===== src/rtl/mips_ctrl_pkg.sv =====
// Shared encodings for the multicycle MIPS main control unit: state codes,
// opcode/funct values, ALU operation codes and datapath mux selects.
package mips_ctrl_pkg;

    localparam logic [3:0] S_RESET    = 4'd0;
    localparam logic [3:0] S_FETCH    = 4'd1;
    localparam logic [3:0] S_DECODE   = 4'd2;
    localparam logic [3:0] S_EXEC_R   = 4'd3;
    localparam logic [3:0] S_R_WB     = 4'd4;
    localparam logic [3:0] S_EXEC_I   = 4'd5;
    localparam logic [3:0] S_I_WB     = 4'd6;
    localparam logic [3:0] S_MEM_ADDR = 4'd7;
    localparam logic [3:0] S_MEM_RD   = 4'd8;
    localparam logic [3:0] S_MEM_WB   = 4'd9;
    localparam logic [3:0] S_MEM_WR   = 4'd10;
    localparam logic [3:0] S_BRANCH   = 4'd11;
    localparam logic [3:0] S_JUMP     = 4'd12;

    localparam logic [5:0] OP_RTYPE = 6'b000000;
    localparam logic [5:0] OP_ADDI  = 6'b001000;
    localparam logic [5:0] OP_ORI   = 6'b001101;
    localparam logic [5:0] OP_LUI   = 6'b001111;
    localparam logic [5:0] OP_LW    = 6'b100011;
    localparam logic [5:0] OP_SW    = 6'b101011;
    localparam logic [5:0] OP_BEQ   = 6'b000100;
    localparam logic [5:0] OP_J     = 6'b000010;

    localparam logic [5:0] FN_ADD = 6'b100000;
    localparam logic [5:0] FN_SUB = 6'b100010;
    localparam logic [5:0] FN_OR  = 6'b100101;

    localparam logic [2:0] ALU_OP_NONE  = 3'b000;
    localparam logic [2:0] ALU_OP_RTYPE = 3'b111;
    localparam logic [2:0] ALU_OP_ADD   = 3'b100;
    localparam logic [2:0] ALU_OP_OR    = 3'b010;
    localparam logic [2:0] ALU_OP_LUI   = 3'b001;

    localparam logic [1:0] ALU_SRC_B_RT      = 2'b00;
    localparam logic [1:0] ALU_SRC_B_FOUR    = 2'b01;
    localparam logic [1:0] ALU_SRC_B_IMM     = 2'b10;
    localparam logic [1:0] ALU_SRC_B_IMM_SH2 = 2'b11;

    localparam logic [1:0] PC_SRC_ALU    = 2'b00;
    localparam logic [1:0] PC_SRC_ALUOUT = 2'b01;
    localparam logic [1:0] PC_SRC_JUMP   = 2'b10;

    typedef enum logic [3:0] {
        CLS_NONE,
        CLS_RTYPE,
        CLS_ADDI,
        CLS_ORI,
        CLS_LUI,
        CLS_LW,
        CLS_SW,
        CLS_BEQ,
        CLS_J
    } instr_class_t;

    // ALU operation for the immediate-arithmetic execute step.
    function automatic logic [2:0] imm_alu_op(input instr_class_t cls);
        logic [2:0] op;
        op = ALU_OP_ADD;
        case (cls)
            CLS_ORI: op = ALU_OP_OR;
            CLS_LUI: op = ALU_OP_LUI;
            default: op = ALU_OP_ADD;
        endcase
        return op;
    endfunction

endpackage


===== src/rtl/multicycle_control_fsm_if.sv =====
// Bundle between the control FSM and the datapath: IR fields and status in,
// enables, mux selects and ALU control out.
interface multicycle_control_fsm_if #(
    parameter int OPCODE_W = 6,
    parameter int STATE_W  = 4
);
    logic [OPCODE_W-1:0] opcode_i;
    logic [OPCODE_W-1:0] funct_i;
    logic                zero_i;
    logic                mem_ready_i;

    logic                pc_write_o;
    logic                pc_write_cond_o;
    logic                i_or_d_o;
    logic                mem_read_o;
    logic                mem_write_o;
    logic                ir_write_o;
    logic                reg_dst_o;
    logic                mem_to_reg_o;
    logic                reg_write_o;
    logic                alu_src_a_o;
    logic [1:0]          alu_src_b_o;
    logic [1:0]          pc_source_o;
    logic [2:0]          alu_op_o;
    logic [OPCODE_W-1:0] alu_function_o;
    logic                illegal_instr_o;
    logic [STATE_W-1:0]  state_o;

    modport master (
        input  opcode_i, funct_i, zero_i, mem_ready_i,
        output pc_write_o, pc_write_cond_o, i_or_d_o, mem_read_o, mem_write_o,
               ir_write_o, reg_dst_o, mem_to_reg_o, reg_write_o, alu_src_a_o,
               alu_src_b_o, pc_source_o, alu_op_o, alu_function_o,
               illegal_instr_o, state_o
    );

    modport slave (
        output opcode_i, funct_i, zero_i, mem_ready_i,
        input  pc_write_o, pc_write_cond_o, i_or_d_o, mem_read_o, mem_write_o,
               ir_write_o, reg_dst_o, mem_to_reg_o, reg_write_o, alu_src_a_o,
               alu_src_b_o, pc_source_o, alu_op_o, alu_function_o,
               illegal_instr_o, state_o
    );

endinterface


===== src/rtl/multicycle_control_fsm_decoder.sv =====
// Combinational opcode/funct classifier; anything outside the supported
// instruction subset is flagged illegal and classed as CLS_NONE.
module control_opcode_decoder
    import mips_ctrl_pkg::*;
#(
    parameter int OPCODE_W = 6
) (
    input  logic [OPCODE_W-1:0] opcode_i,
    input  logic [OPCODE_W-1:0] funct_i,
    output instr_class_t        class_o,
    output logic                illegal_o
);

    always_comb begin
        class_o   = CLS_NONE;
        illegal_o = 1'b0;
        case (opcode_i)
            OP_RTYPE: begin
                if (funct_i == FN_ADD || funct_i == FN_SUB || funct_i == FN_OR) begin
                    class_o = CLS_RTYPE;
                end else begin
                    illegal_o = 1'b1;
                end
            end
            OP_ADDI: class_o = CLS_ADDI;
            OP_ORI:  class_o = CLS_ORI;
            OP_LUI:  class_o = CLS_LUI;
            OP_LW:   class_o = CLS_LW;
            OP_SW:   class_o = CLS_SW;
            OP_BEQ:  class_o = CLS_BEQ;
            OP_J:    class_o = CLS_J;
            default: illegal_o = 1'b1;
        endcase
    end

endmodule


===== src/rtl/multicycle_control_fsm.sv =====
// Multicycle MIPS main control FSM: Moore decode of datapath controls from
// the registered state, with the FETCH PC/IR loads gated by mem_ready_i.
module multicycle_control_fsm
    import mips_ctrl_pkg::*;
#(
    parameter int OPCODE_W = 6,
    parameter int STATE_W  = 4
) (
    input  logic                     clk,
    input  logic                     reset,
    multicycle_control_fsm_if.master bus
);

    logic [3:0]          state_q, state_d;
    instr_class_t        cls_q, cls_d;

    instr_class_t        dec_cls;
    logic                dec_illegal;

    logic                pc_write;
    logic                pc_write_cond;
    logic                i_or_d;
    logic                mem_read;
    logic                mem_write;
    logic                ir_write;
    logic                reg_dst;
    logic                mem_to_reg;
    logic                reg_write;
    logic                alu_src_a;
    logic [1:0]          alu_src_b;
    logic [1:0]          pc_source;
    logic [2:0]          alu_op;
    logic [OPCODE_W-1:0] alu_function;
    logic                illegal_instr;

    control_opcode_decoder #(
        .OPCODE_W (OPCODE_W)
    ) u_decoder (
        .opcode_i  (bus.opcode_i),
        .funct_i   (bus.funct_i),
        .class_o   (dec_cls),
        .illegal_o (dec_illegal)
    );

    // The instruction class is captured in DECODE so later states do not
    // depend on the IR fields (EXEC_I op select, lw/sw split after MEM_ADDR).
    always_comb begin
        state_d = state_q;
        cls_d   = cls_q;
        case (state_q)
            S_RESET: state_d = S_FETCH;
            S_FETCH: begin
                if (bus.mem_ready_i) begin
                    state_d = S_DECODE;
                end
            end
            S_DECODE: begin
                cls_d = dec_cls;
                case (dec_cls)
                    CLS_RTYPE:                  state_d = S_EXEC_R;
                    CLS_ADDI, CLS_ORI, CLS_LUI: state_d = S_EXEC_I;
                    CLS_LW, CLS_SW:             state_d = S_MEM_ADDR;
                    CLS_BEQ:                    state_d = S_BRANCH;
                    CLS_J:                      state_d = S_JUMP;
                    default:                    state_d = S_FETCH;
                endcase
            end
            S_EXEC_R:   state_d = S_R_WB;
            S_R_WB:     state_d = S_FETCH;
            S_EXEC_I:   state_d = S_I_WB;
            S_I_WB:     state_d = S_FETCH;
            S_MEM_ADDR: state_d = (cls_q == CLS_LW) ? S_MEM_RD : S_MEM_WR;
            S_MEM_RD: begin
                if (bus.mem_ready_i) begin
                    state_d = S_MEM_WB;
                end
            end
            S_MEM_WB:   state_d = S_FETCH;
            S_MEM_WR: begin
                if (bus.mem_ready_i) begin
                    state_d = S_FETCH;
                end
            end
            S_BRANCH:   state_d = S_FETCH;
            S_JUMP:     state_d = S_FETCH;
            default:    state_d = S_FETCH;
        endcase
    end

    always_ff @(posedge clk or negedge reset) begin
        if (!reset) begin
            state_q <= S_RESET;
            cls_q   <= CLS_NONE;
        end else begin
            state_q <= state_d;
            cls_q   <= cls_d;
        end
    end

    always_comb begin
        pc_write      = 1'b0;
        pc_write_cond = 1'b0;
        i_or_d        = 1'b0;
        mem_read      = 1'b0;
        mem_write     = 1'b0;
        ir_write      = 1'b0;
        reg_dst       = 1'b0;
        mem_to_reg    = 1'b0;
        reg_write     = 1'b0;
        alu_src_a     = 1'b0;
        alu_src_b     = ALU_SRC_B_RT;
        pc_source     = PC_SRC_ALU;
        alu_op        = ALU_OP_NONE;
        alu_function  = '0;
        illegal_instr = 1'b0;
        case (state_q)
            S_FETCH: begin
                mem_read  = 1'b1;
                alu_src_b = ALU_SRC_B_FOUR;
                alu_op    = ALU_OP_ADD;
                pc_write  = bus.mem_ready_i;
                ir_write  = bus.mem_ready_i;
            end
            S_DECODE: begin
                // Branch target is precomputed into ALUOut here.
                alu_src_b     = ALU_SRC_B_IMM_SH2;
                alu_op        = ALU_OP_ADD;
                illegal_instr = dec_illegal;
            end
            S_EXEC_R: begin
                alu_src_a    = 1'b1;
                alu_src_b    = ALU_SRC_B_RT;
                alu_op       = ALU_OP_RTYPE;
                alu_function = bus.funct_i;
            end
            S_R_WB: begin
                reg_dst   = 1'b1;
                reg_write = 1'b1;
            end
            S_EXEC_I: begin
                alu_src_a = 1'b1;
                alu_src_b = ALU_SRC_B_IMM;
                alu_op    = imm_alu_op(cls_q);
            end
            S_I_WB: begin
                reg_write = 1'b1;
            end
            S_MEM_ADDR: begin
                alu_src_a = 1'b1;
                alu_src_b = ALU_SRC_B_IMM;
                alu_op    = ALU_OP_ADD;
            end
            S_MEM_RD: begin
                mem_read = 1'b1;
                i_or_d   = 1'b1;
            end
            S_MEM_WB: begin
                mem_to_reg = 1'b1;
                reg_write  = 1'b1;
            end
            S_MEM_WR: begin
                mem_write = 1'b1;
                i_or_d    = 1'b1;
            end
            S_BRANCH: begin
                alu_src_a     = 1'b1;
                alu_src_b     = ALU_SRC_B_RT;
                alu_op        = ALU_OP_RTYPE;
                alu_function  = FN_SUB;
                pc_write_cond = 1'b1;
                pc_source     = PC_SRC_ALUOUT;
            end
            S_JUMP: begin
                pc_write  = 1'b1;
                pc_source = PC_SRC_JUMP;
            end
            default: ;
        endcase
    end

    assign bus.pc_write_o      = pc_write;
    assign bus.pc_write_cond_o = pc_write_cond;
    assign bus.i_or_d_o        = i_or_d;
    assign bus.mem_read_o      = mem_read;
    assign bus.mem_write_o     = mem_write;
    assign bus.ir_write_o      = ir_write;
    assign bus.reg_dst_o       = reg_dst;
    assign bus.mem_to_reg_o    = mem_to_reg;
    assign bus.reg_write_o     = reg_write;
    assign bus.alu_src_a_o     = alu_src_a;
    assign bus.alu_src_b_o     = alu_src_b;
    assign bus.pc_source_o     = pc_source;
    assign bus.alu_op_o        = alu_op;
    assign bus.alu_function_o  = alu_function;
    assign bus.illegal_instr_o = illegal_instr;
    assign bus.state_o         = STATE_W'(state_q);

endmodule


===== src/flat_wrapper.sv =====
// flat-port wrapper written by rule: the top's interface ports become plain ports
module multicycle_control_fsm_flat import mips_ctrl_pkg::*;
#(
    parameter int OPCODE_W = 6,
    parameter int STATE_W  = 4
)
  (clk, reset, bus_opcode_i, bus_funct_i, bus_zero_i, bus_mem_ready_i, bus_pc_write_o, bus_pc_write_cond_o, bus_i_or_d_o, bus_mem_read_o, bus_mem_write_o, bus_ir_write_o, bus_reg_dst_o, bus_mem_to_reg_o, bus_reg_write_o, bus_alu_src_a_o, bus_alu_src_b_o, bus_pc_source_o, bus_alu_op_o, bus_alu_function_o, bus_illegal_instr_o, bus_state_o);
  multicycle_control_fsm_if #(.OPCODE_W(OPCODE_W), .STATE_W(STATE_W)) bus_i ();
  input  logic clk;
  input  logic reset;
  input wire logic [$bits(bus_i.opcode_i)-1:0] bus_opcode_i;
  input wire logic [$bits(bus_i.funct_i)-1:0] bus_funct_i;
  input wire logic [$bits(bus_i.zero_i)-1:0] bus_zero_i;
  input wire logic [$bits(bus_i.mem_ready_i)-1:0] bus_mem_ready_i;
  output wire logic [$bits(bus_i.pc_write_o)-1:0] bus_pc_write_o;
  output wire logic [$bits(bus_i.pc_write_cond_o)-1:0] bus_pc_write_cond_o;
  output wire logic [$bits(bus_i.i_or_d_o)-1:0] bus_i_or_d_o;
  output wire logic [$bits(bus_i.mem_read_o)-1:0] bus_mem_read_o;
  output wire logic [$bits(bus_i.mem_write_o)-1:0] bus_mem_write_o;
  output wire logic [$bits(bus_i.ir_write_o)-1:0] bus_ir_write_o;
  output wire logic [$bits(bus_i.reg_dst_o)-1:0] bus_reg_dst_o;
  output wire logic [$bits(bus_i.mem_to_reg_o)-1:0] bus_mem_to_reg_o;
  output wire logic [$bits(bus_i.reg_write_o)-1:0] bus_reg_write_o;
  output wire logic [$bits(bus_i.alu_src_a_o)-1:0] bus_alu_src_a_o;
  output wire logic [$bits(bus_i.alu_src_b_o)-1:0] bus_alu_src_b_o;
  output wire logic [$bits(bus_i.pc_source_o)-1:0] bus_pc_source_o;
  output wire logic [$bits(bus_i.alu_op_o)-1:0] bus_alu_op_o;
  output wire logic [$bits(bus_i.alu_function_o)-1:0] bus_alu_function_o;
  output wire logic [$bits(bus_i.illegal_instr_o)-1:0] bus_illegal_instr_o;
  output wire logic [$bits(bus_i.state_o)-1:0] bus_state_o;
  assign bus_i.opcode_i = bus_opcode_i;
  assign bus_i.funct_i = bus_funct_i;
  assign bus_i.zero_i = bus_zero_i;
  assign bus_i.mem_ready_i = bus_mem_ready_i;
  assign bus_pc_write_o = bus_i.pc_write_o;
  assign bus_pc_write_cond_o = bus_i.pc_write_cond_o;
  assign bus_i_or_d_o = bus_i.i_or_d_o;
  assign bus_mem_read_o = bus_i.mem_read_o;
  assign bus_mem_write_o = bus_i.mem_write_o;
  assign bus_ir_write_o = bus_i.ir_write_o;
  assign bus_reg_dst_o = bus_i.reg_dst_o;
  assign bus_mem_to_reg_o = bus_i.mem_to_reg_o;
  assign bus_reg_write_o = bus_i.reg_write_o;
  assign bus_alu_src_a_o = bus_i.alu_src_a_o;
  assign bus_alu_src_b_o = bus_i.alu_src_b_o;
  assign bus_pc_source_o = bus_i.pc_source_o;
  assign bus_alu_op_o = bus_i.alu_op_o;
  assign bus_alu_function_o = bus_i.alu_function_o;
  assign bus_illegal_instr_o = bus_i.illegal_instr_o;
  assign bus_state_o = bus_i.state_o;
  multicycle_control_fsm #(.OPCODE_W(OPCODE_W), .STATE_W(STATE_W)) u_core (.clk(clk), .reset(reset), .bus(bus_i));
endmodule

===== config.mk =====
export PLATFORM = sky130hd
export DESIGN_NAME = multicycle_control_fsm_flat
export DESIGN_NICKNAME = d
export VERILOG_FILES = /design/src/rtl/mips_ctrl_pkg.sv /design/src/rtl/multicycle_control_fsm_if.sv /design/src/rtl/multicycle_control_fsm_decoder.sv /design/src/rtl/multicycle_control_fsm.sv /design/src/flat_wrapper.sv
export SDC_FILE = /design/constraint.sdc
export NUM_CORES = 1
export LEC_CHECK = 0
export CORE_MARGIN = 2
export CORE_UTILIZATION = 30
export DETAILED_ROUTE_END_ITERATION = 8
export PLACE_DENSITY = 0.65
export SYNTH_ARGS = -nofsm -noshare
export SYNTH_HDL_FRONTEND = slang
export SYNTH_SLANG_ARGS = --single-unit
export TNS_END_PERCENT = 20

===== constraint.sdc =====
create_clock -name clk -period 3.39 [get_ports clk]
set_input_delay 0.8475 -clock clk [delete_from_list [all_inputs] [get_ports clk]]
set_output_delay 0.8475 -clock clk [all_outputs]
set_load 0.01 [all_outputs]

# ---- After elaboration in Yosys (flattened, before gate mapping)
# Memory sizes are Yosys's and may differ from the RTL's.
# Cells that the tools add are included.
dict set report totals {
  memories 1
  inputBits 16
  output_inout_bits 28
  romBits 64
  register_bits 8
  word_cells 68
}
dict set report op_classes {
  reduce_logical 12
  muxes 25
  eq_ne 28
}
# memory depth width read_ports rd_clocked_by_memory_dff wr line_no
set mem_list {}
lappend mem_list {{(no name shown)} 16 4 1 0 0 multicycle_control_fsm.sv:59} ;# case (dec_cls)
# operator count
set ops {}
lappend ops {{4-bit case mux with 8 select lines} 1}
lappend ops {{6-bit == test, second input constant} 5}
lappend ops {{4-bit case mux with 7 select lines} 1}
lappend ops {{4-bit by 3-bit == test with 1-bit output, second input constant} 6}
lappend ops {{4-bit == test, second input constant} 5}
lappend ops {{6-bit by 4-bit == test with 1-bit output, second input constant} 3}
lappend ops {{4-bit by 2-bit == test with 1-bit output, second input constant} 3}
lappend ops {{1-bit two-way mux} 12}
lappend ops {{4-bit two-way mux} 3}
lappend ops {{6-bit case mux with 2 select lines} 1}
lappend ops {{3-bit case mux with 3 select lines} 1}
lappend ops {{2-bit OR reduction} 4}
lappend ops {{7-bit OR reduction} 1}
lappend ops {{6-bit by 2-bit == test with 1-bit output, second input constant} 1}
lappend ops {{6-bit by 3-bit == test with 1-bit output, second input constant} 1}
lappend ops {{6-bit logical NOT} 1}
lappend ops {{2-bit != test, second input constant} 3}
lappend ops {{2-bit case mux with 3 select lines} 1}
lappend ops {{3-bit case mux with 2 select lines} 1}
lappend ops {{3-bit OR reduction} 2}
lappend ops {{4-bit by 1-bit == test with 1-bit output, second input constant} 1}
lappend ops {{1-bit case mux with 2 select lines} 2}
lappend ops {{2-bit case mux with 2 select lines} 1}
lappend ops {{4-bit OR reduction} 1}
lappend ops {{other kinds (3)} 4}

# ---- Depth between registers and ports, before layout
# Gate-level depths: netlist (run 1).
# An unclocked memory read counts as a cell.
dict set report depth {
  depth_word 7
  depth_mapped 6
}

# ---- Modules after synthesis
# A second synthesis (run 1) with hierarchy kept.
dict set report unflattened {
  hier_cells 117
  area_unflattened_um2 952.2
}
# module cells_each instances area_each_um2
set by_module_without_submodules {}
lappend by_module_without_submodules {multicycle_control_fsm 87 1 734.5}
lappend by_module_without_submodules {control_opcode_decoder 30 1 217.7}

# ---- Worst setup path before layout (run 1)
# No wires, ideal clock.
dict set report synth_path {
  kind {input to output}
  from {in bus_opcode_i[5]}
  to {out bus_illegal_instr_o}
  n_path_buf 1
  t_arrival_ns 1.704
  setup_slack_ns 0.838
  path_stages 4
  path_cell_list {buf_4 -> nor4_1 -> a31oi_1 -> a21oi_1}
}
dict set report synth_via {
  elab_chain_cells 4
  elab_cells_between_ends 11
  classes_between {eq/ne: 7; mux: 2; reduce/logical: 2}
}
# element line_no
set synth_lines {}
lappend synth_lines {{start, declared} flat_wrapper.sv:11} ;# input wire logic [$bits(bus_i.opcode_i)-1:0] bus_opcode_i;
lappend synth_lines {{6-bit by 2-bit == test with 1-bit output (tied with other cells)} multicycle_control_fsm_decoder.sv:17} ;# case (opcode_i)
lappend synth_lines {{7-bit OR reduction (no line)} -}
lappend synth_lines {{1-bit case mux with 2 select lines (*)} multicycle_control_fsm_decoder.sv:17}
lappend synth_lines {{1-bit two-way mux (*)} multicycle_control_fsm.sv:116} ;# case (state_q)
lappend synth_lines {{end, declared} flat_wrapper.sv:29} ;# output wire logic [$bits(bus_i.illegal_instr_o)-1:0] bus_illegal_instr_o;
# Every way passes the cells marked *; elsewhere a longest branch is shown, timed or not.

# ---- Worst setup path after layout (run 1)
dict set report layout_path {
  from {in bus_opcode_i[2]}
  to {out bus_illegal_instr_o}
}
# The elaborated chain is that of the path after synthesis.

==> results of run 1 <==
layout make-up:
type	count	area share
Clock buffer	3	0.01439
Inverter	3	0.007194
Multi-Input combinational cell	112	0.4564
Timing Repair Buffer	61	0.3589
Tap cell	44	0.03517
Sequential cell	8	0.1279
sequential cells by signal (all words and copies together), names as in the netlist:
name / count
u_core.bus.state_o: 4
u_core.cls_q: 4
layout by cell type, fill, tap and decap left out, types with 2 or more instances in the layout:
cell	instances
a21o_1	2
a21oi_1	4
a22oi_1	3
a31oi_1	3
a32o_1	2
and2_1	4
buf_4	19
clkbuf_4	3
clkdlybuf4s50_1	41
dfrtp_1	8
inv_1	2
nand2_1	13
nand3_1	3
nand3b_1	3
nor2_1	17
nor2b_1	2
nor3_1	6
nor3b_1	2
nor4_1	3
nor4b_1	2
o21a_1	2
o21ai_0	2
o21ai_1	5
o22ai_1	3
o31ai_1	2
or3_1	2
xnor2_1	3
xor2_1	2
per-stage QoR:
| step | setup WS [ps] | instances |
|---|---|---|
| 2_1_floorplan | 838.0 | 138 |
| 3_3_place_gp | -41.41 | 226 |
| 3_5_place_dp | -63.33 | 226 |
| 4_1_cts | 228.6 | 231 |
| 5_1_grt | 148.5 | 231 |
| 6_report | 227.7 | 231 |
timing repair:
item,CTS,global route
setup buffers,2,0
resized for setup,2,0
hold buffers,0,0
setup endpoints to repair,1,0
worst max-delay path, cell delays in order:
cell             delay, ps
clkdlybuf4s50_1        490
maj3_1                 380
o21ai_1                130
a21o_1                 130
a21oi_1                 50
dlygate4sd2_1          300
final timing paths:
path	from	end	slack [ps]	cells after the start
min	u_core.cls_q[2]$_DFFE_PN0P_	u_core.cls_q[2]$_DFFE_PN0P_	530	2
max reg2reg	u_core.bus.state_o[2]$_DFFE_PN0P_	u_core.bus.state_o[1]$_DFFE_PN0P_	1640	3
min reg2reg	u_core.cls_q[2]$_DFFE_PN0P_	u_core.cls_q[2]$_DFFE_PN0P_	530	2
min in group asynchronous	reset	u_core.bus.state_o[0]$_DFFE_PN0P_	860	1
max	bus_opcode_i[2]	bus_illegal_instr_o	230	6
max in group asynchronous	reset	u_core.bus.state_o[2]$_DFFE_PN0P_	2280	1
layer usage:
| metal | track usage | part of all wire | vias to the layer above |
|---|---|---|---|
| met5 | 0 | 0 | - |
| met2 | 0.2541 | 0.47 | 31 |
| met4 | 0.04559 | 0.0029 | 0 |
| met1 | 0.2157 | 0.48 | 540 |
| met3 | 0.01891 | 0.048 | 2 |
| li1 | - | - | 605 |
logic make-up after synthesis:
kind of cell             Yosys count
AND/OR/NAND/NOR                   69
XOR/XNOR                           5
buffers and inverters             18
flip-flops                         8
multiplexers                       1
adder cells (fa/ha/maj)            1
AO/OA/AOI/OAI                     36
where the power goes:
part / total [mW] / switching (mW) / internal (mW)
sequential: 0.184 / 0.0502 / 0.134
combinational: 0.692 / 0.326 / 0.366
clock: 0.0683 / 0.0281 / 0.0402
cells in the mapped netlist, types with 2 or more instances:
cell type,count
buf_2,8
nor4_1,4
and2_1,4
nor4b_1,2
nand3_1,3
clkbuf_1,3
o21ai_1,5
o21a_1,2
o31ai_1,2
or3_1,2
nor2b_1,2
nand2_1,13
a31oi_1,3
o21ai_0,2
buf_4,3
inv_1,2
nor3_1,6
dfrtp_1,8
nand3b_1,3
a22oi_1,3
xor2_1,2
xnor2_1,3
a21oi_1,4
a32o_1,2
nor2_1,17
a21o_1,2
o22ai_1,3
nor3b_1,2
==> summary.md, run 1 <==
| Metric | Value |
|---|---|
| DP HPWL | `2.195 mm` |
| Clock latency on the worst-skew pair | `250 ps` |
| Placed cell areas | `1523 µm²` |
| Crit Path Class | `in -> out` |
| Largest family of logic cells by synthesized area | `simple AND/OR/NAND/NOR gates` |
| CTS tree | `done` |
| Detailed Routing Iterations Pass 1 | `4` |
| Sequential Area | `200.2 µm²` |
| Max-cap violations | `0` |
| Peak supply drop | `172.4 µV` |
| DRC Markers | `0` |
| Vias in the first global route | `986` |
| Synth Flop Type | `dfrtp_1` |
| Die Y | `61.66 µm` |
| Adder and majority gate portion of the synthesized area | `0.01004` |
| Unrepaired setup endpoints after global routing | `no` |
| Worst slew margin | `0.7655` |
| Synth async-reset ratio | `1.000` |
| Fmax | `0.3162 GHz` |
| Minimum clock period after layout | `3162 ps` |
| Syn_area_per_cell | `7.226 µm²` |
| Max clock buf depth | `2` |
| Post-synthesis compound-gate area fraction | `0.2497` |
| Synth area leader | `dfrtp_1` |
| Max Slew Vio Count | `0` |
| Type of origin of the critical path | `input port` |
| Final instance area | `1565 µm²` |
| Initial antenna violation count | `0` |
| Fillers | `343` |
| Total CTS buffers | `3` |
| Synthesized instance count | `138` |
| First-pass GRT wire length | `4.512 mm` |
| CP required | `2540 ps` |
| Synth Net Count | `154` |
| Synth cell types | `51` |
| Largest net degree at the start of global routing | `21` |
| Slew @ Worst Pin | `351.8 ps` |
| Routed wire length per instance | `11.92 µm` |
| Simple-gate portion of the synthesized area | `0.3965` |
| Cell area power density | `603.6 nW/µm²` |
| Proportion of synthesized area in mux cells | `0.01004` |
| Leading post-synthesis cells by cell area | `dfrtp_1 20%, nor2_1 6.4%, nand2_1 4.9%` |
| Core Area | `3103 µm²` |
| Total power | `0.9448 mW` |
| Worst Hold Class | `reg -> reg` |
| Final ANT Viol Nets | `0` |
| Port Buf Inserts | `42` |
| Post-synth EDFFs | `0` |
| GPL Wtd Cong | `0.7810` |
| Period utilisation layout | `0.9328` |
| YS warnings | `0` |
| Pleak | `0.6094 nW` |
| Hold WS | `530.0 ps` |
| Sum Neg Setup Slack | `0 ps` |
| Synth Area in XOR/XNOR | `0.04391` |
| Final core utilization | `0.5044` |
| CP endpoint kind | `output port` |
| Hold Violations, Final | `0` |
| Area growth syn-to-layout | `56.96%` |
| Sink Count | `8` |
| Final setup violation count | `0` |
| Initial Util | `0.3214` |
| Total GRT Usage | `0.1559` |
| Worst-path clk slew | `40 ps` |
| H-tree level count | `1` |
| Status | `finished, final reports clean` |
| Layout cell share with drive strength beyond 1 | `0.1497` |
| Global route total overflow | `0` |
| Fin nets | `205` |
| Via count | `1178` |
| Top-level I/O count | `44` |
| Yosys reg bits | `8` |
| Worst Path Max Fanout | `5` |
| CTS root buffer | `clkbuf_4` |
| Die area | `3801 µm²` |
| Area of the multi-input gates | `714.4 µm²` |
| Vias per std cell | `5.100` |
| # rows | `20` |
| Seq/Total Area, Yosys | `0.2008` |
| Yosys top cell area share | `0.2008` |
| Drt initial violations | `85` |
| Routed Wire Length | `2.754 mm` |
| Cell area after synthesis | `997.2 µm²` |
| Arrival time at the worst endpoint | `2310 ps` |
| Die W | `61.66 µm` |
| Clock Skew | `7.159 ps` |
| Antenna diodes | `0` |
Power figures use the tool's default switching activity.
==> run 2, diff against run 1 <==
clock period = 3.27 ns   (was 3.39 ns; I/O delays follow)
==> run 2 against run 1 <==
Clock skew is 6.4 ps lower. Total power is 4.3% higher. Utilization down 0.44 points. Critical endpoint unchanged. First-iteration DRC count is 47% lower.
==> summary.md, run 2 (synthesized netlist as in run 1, its figures left out) <==
| Metric | Value |
|---|---|
| Status | `finished, final reports clean (unchanged)` |
| Core Area | `3103 µm² (unchanged)` |
| GPL Wtd Cong | `0.8290 (was 0.7810)` |
| Total GRT Usage | `0.1570 (was 0.1559)` |
| Area of the multi-input gates | `708.2 µm² (was 714.4 µm²)` |
| Setup slack after layout | `186.4 ps (was 227.7 ps)` |
| Layout cell share with drive strength beyond 1 | `0.1398 (was 0.1497)` |
| Hold Path End | `u_core.cls_q[2]$_DFFE_PN0P_ (unchanged)` |
| Vias per std cell | `5.013 (was 5.100)` |
| Fin nets | `204 (was 205)` |
| Routed wire length per instance | `12.34 µm (was 11.92 µm)` |
| Pre-CTS setup slack | `-115.4 ps (was -63.33 ps)` |
| Clock Skew | `0.7541 ps (was 7.159 ps)` |
| # rows | `20 (unchanged)` |
| Arrival time at the worst endpoint | `2270 ps (was 2310 ps)` |
| Via count | `1153 (was 1178)` |
| Hold Violations, Final | `0 (unchanged)` |
| Sequential Area | `200.2 µm² (unchanged)` |
| Vias in the first global route | `990 (was 986)` |
| CTS root buffer | `clkbuf_4 (unchanged)` |
| Total CTS buffers | `3 (unchanged)` |
| Critical hold path startpoint | `u_core.cls_q[2]$_DFFE_PN0P_ (unchanged)` |
| Initial antenna violation count | `0 (unchanged)` |
| Reg2Reg Capture Point | `u_core.bus.state_o[1]$_DFFE_PN0P_ (unchanged)` |
| Slew @ Worst Pin | `363.8 ps (was 351.8 ps)` |
| Minimum clock period after layout | `3084 ps` |
| Final core utilization | `0.5000 (was 0.5044)` |
| Fillers | `346 (was 343)` |
| Pleak | `0.6053 nW (was 0.6094 nW)` |
| Worst slew margin | `0.7575 (was 0.7655)` |
| Die area | `3801 µm² (unchanged)` |
| Commonest non-fill, non-tap cells in the layout | `41 x clkdlybuf4s50_1, 18 x buf_4, 17 x nor2_1 (was 41 x clkdlybuf4s50_1, 19 x buf_4, 17 x nor2_1)` |
| Final setup violation count | `0 (unchanged)` |
| DRT met1 WL | `1.311 mm (was 1.319 mm)` |
| Initial Util | `0.3214 (unchanged)` |
| Port Buf Inserts | `42 (unchanged)` |
| CTS tree | `done (unchanged)` |
| Max Slew Vio Count | `0 (unchanged)` |
| Largest net degree at the start of global routing | `21 (unchanged)` |
| DRC Markers | `0 (unchanged)` |
| Routed Wire Length | `2.838 mm (was 2.754 mm)` |
| Worst Hold Path Cells | `2 (unchanged)` |
| Fmax | `0.3243 GHz` |
| Final ANT Viol Nets | `0 (unchanged)` |
| Worst Path Max Fanout | `2 (was 5)` |
| Placed cell areas | `1530 µm² (was 1523 µm²)` |
| First-pass GRT wire length | `4.547 mm (was 4.512 mm)` |
| Drt initial violations | `45 (was 85)` |
| Hold WS | `514.3 ps (was 530.0 ps)` |
| Type of origin of the critical path | `input port (unchanged)` |
| Placed Instances | `227 (was 226)` |
| CP required | `2450 ps (was 2540 ps)` |
| Hold-fix buffers, CTS | `0 (unchanged)` |
| Area growth syn-to-layout | `55.58% (was 56.96%)` |
| CP endpoint kind | `output port (unchanged)` |
| Sum Neg Setup Slack | `0 ps (unchanged)` |
| Post-Layout Cell Count | `230 (was 231)` |
| Met3 WL | `130 µm (was 133 µm)` |
| Global route total overflow | `0 (unchanged)` |
| Reg2Reg Depth | `3 (unchanged)` |
| DP HPWL | `2.300 mm (was 2.195 mm)` |
| Antenna diodes | `0 (unchanged)` |
| Crit Path Class | `in -> out (unchanged)` |
| Worst-path clk slew | `50 ps (was 40 ps)` |
| Unrepaired setup endpoints after global routing | `no (unchanged)` |
| R2r setup slk | `1490 ps (was 1640 ps)` |
| Top Metal Used | `met3 (was met4)` |
| Peak supply drop | `203.3 µV (was 172.4 µV)` |
| Clock latency on the worst-skew pair | `250 ps (about the same)` |
| Most common cell after layout, fill and taps aside | `clkdlybuf4s50_1 (unchanged)` |
| R2r startpoint | `u_core.bus.state_o[3]$_DFFE_PN0P_ (was u_core.bus.state_o[2]$_DFFE_PN0P_)` |
| Die W | `61.66 µm (unchanged)` |
| Cell area power density | `634.9 nW/µm² (was 603.6 nW/µm²)` |
| Max-cap violations | `0 (unchanged)` |
| Die Y | `61.66 µm (unchanged)` |
| Sink Count | `8 (unchanged)` |
| Max clock buf depth | `2 (unchanged)` |
| Detailed Routing Iterations Pass 1 | `4 (unchanged)` |
| Met2 wire len | `1.396 mm (was 1.294 mm)` |
| Final instance area | `1551 µm² (was 1565 µm²)` |
| Total power | `0.9851 mW (was 0.9448 mW)` |
| Top-level I/O count | `44 (unchanged)` |
| H-tree level count | `1 (unchanged)` |
| Period utilisation layout | `0.9430` |
| Worst Hold Class | `reg -> reg (unchanged)` |
[run 2: cell types whose count changed in the layout (fill, tap and decap cells not counted)]
cell,before,now
buf_4,19,18
nor4_1,3,4
nor4_2,1,0
[run 2: cell type report]
cell class | count | area share
clock buffers | 3 | 0.01452
multi-input cells | 112 | 0.4565
flip-flops and latches | 8 | 0.1290
inverters | 3 | 0.007258
repair buffers | 60 | 0.3573
well taps | 44 | 0.03548
[run 2: metal layers]
layer  up-vias  GRT usage
met5         -          0
met4         0    0.01824
met3         0    0.03151
met1       527     0.1934
li1        597          -
met2        29     0.2887
[run 2: timing repair]
item / CTS / global route
endpoints found under the setup margin: 1 / 0
buffers inserted: 0 / 0
gates resized for setup: 1 / 0
[run 2: worst max-delay path by stage]
stage,startpoint,endpoint,cells after the start
after floorplan,bus_opcode_i[5],bus_illegal_instr_o,4
after global placement,bus_funct_i[1],bus_illegal_instr_o,6
after detailed placement,bus_funct_i[1],bus_illegal_instr_o,6
after CTS,bus_funct_i[1],bus_illegal_instr_o,6
after global routing,bus_mem_ready_i,bus_pc_write_o,4
final,bus_funct_i[1],bus_illegal_instr_o,6
[run 2: critical path, cell delays in order]
cell and delay, ps:
clkdlybuf4s50_1 480, and3b_1 180, o211ai_1 240, a31oi_1 110, a21oi_1 160, dlygate4sd2_1 280
[run 2: power breakdown]
group | internal, mW | leakage, nW | switching, mW | total [mW]
clock | 0.0419 | 0.0138 | 0.0315 | 0.0734
sequential | 0.139 | 0.105 | 0.0445 | 0.184
combinational | 0.379 | 0.486 | 0.349 | 0.728
total | 0.560 | 0.605 | 0.425 | 0.985
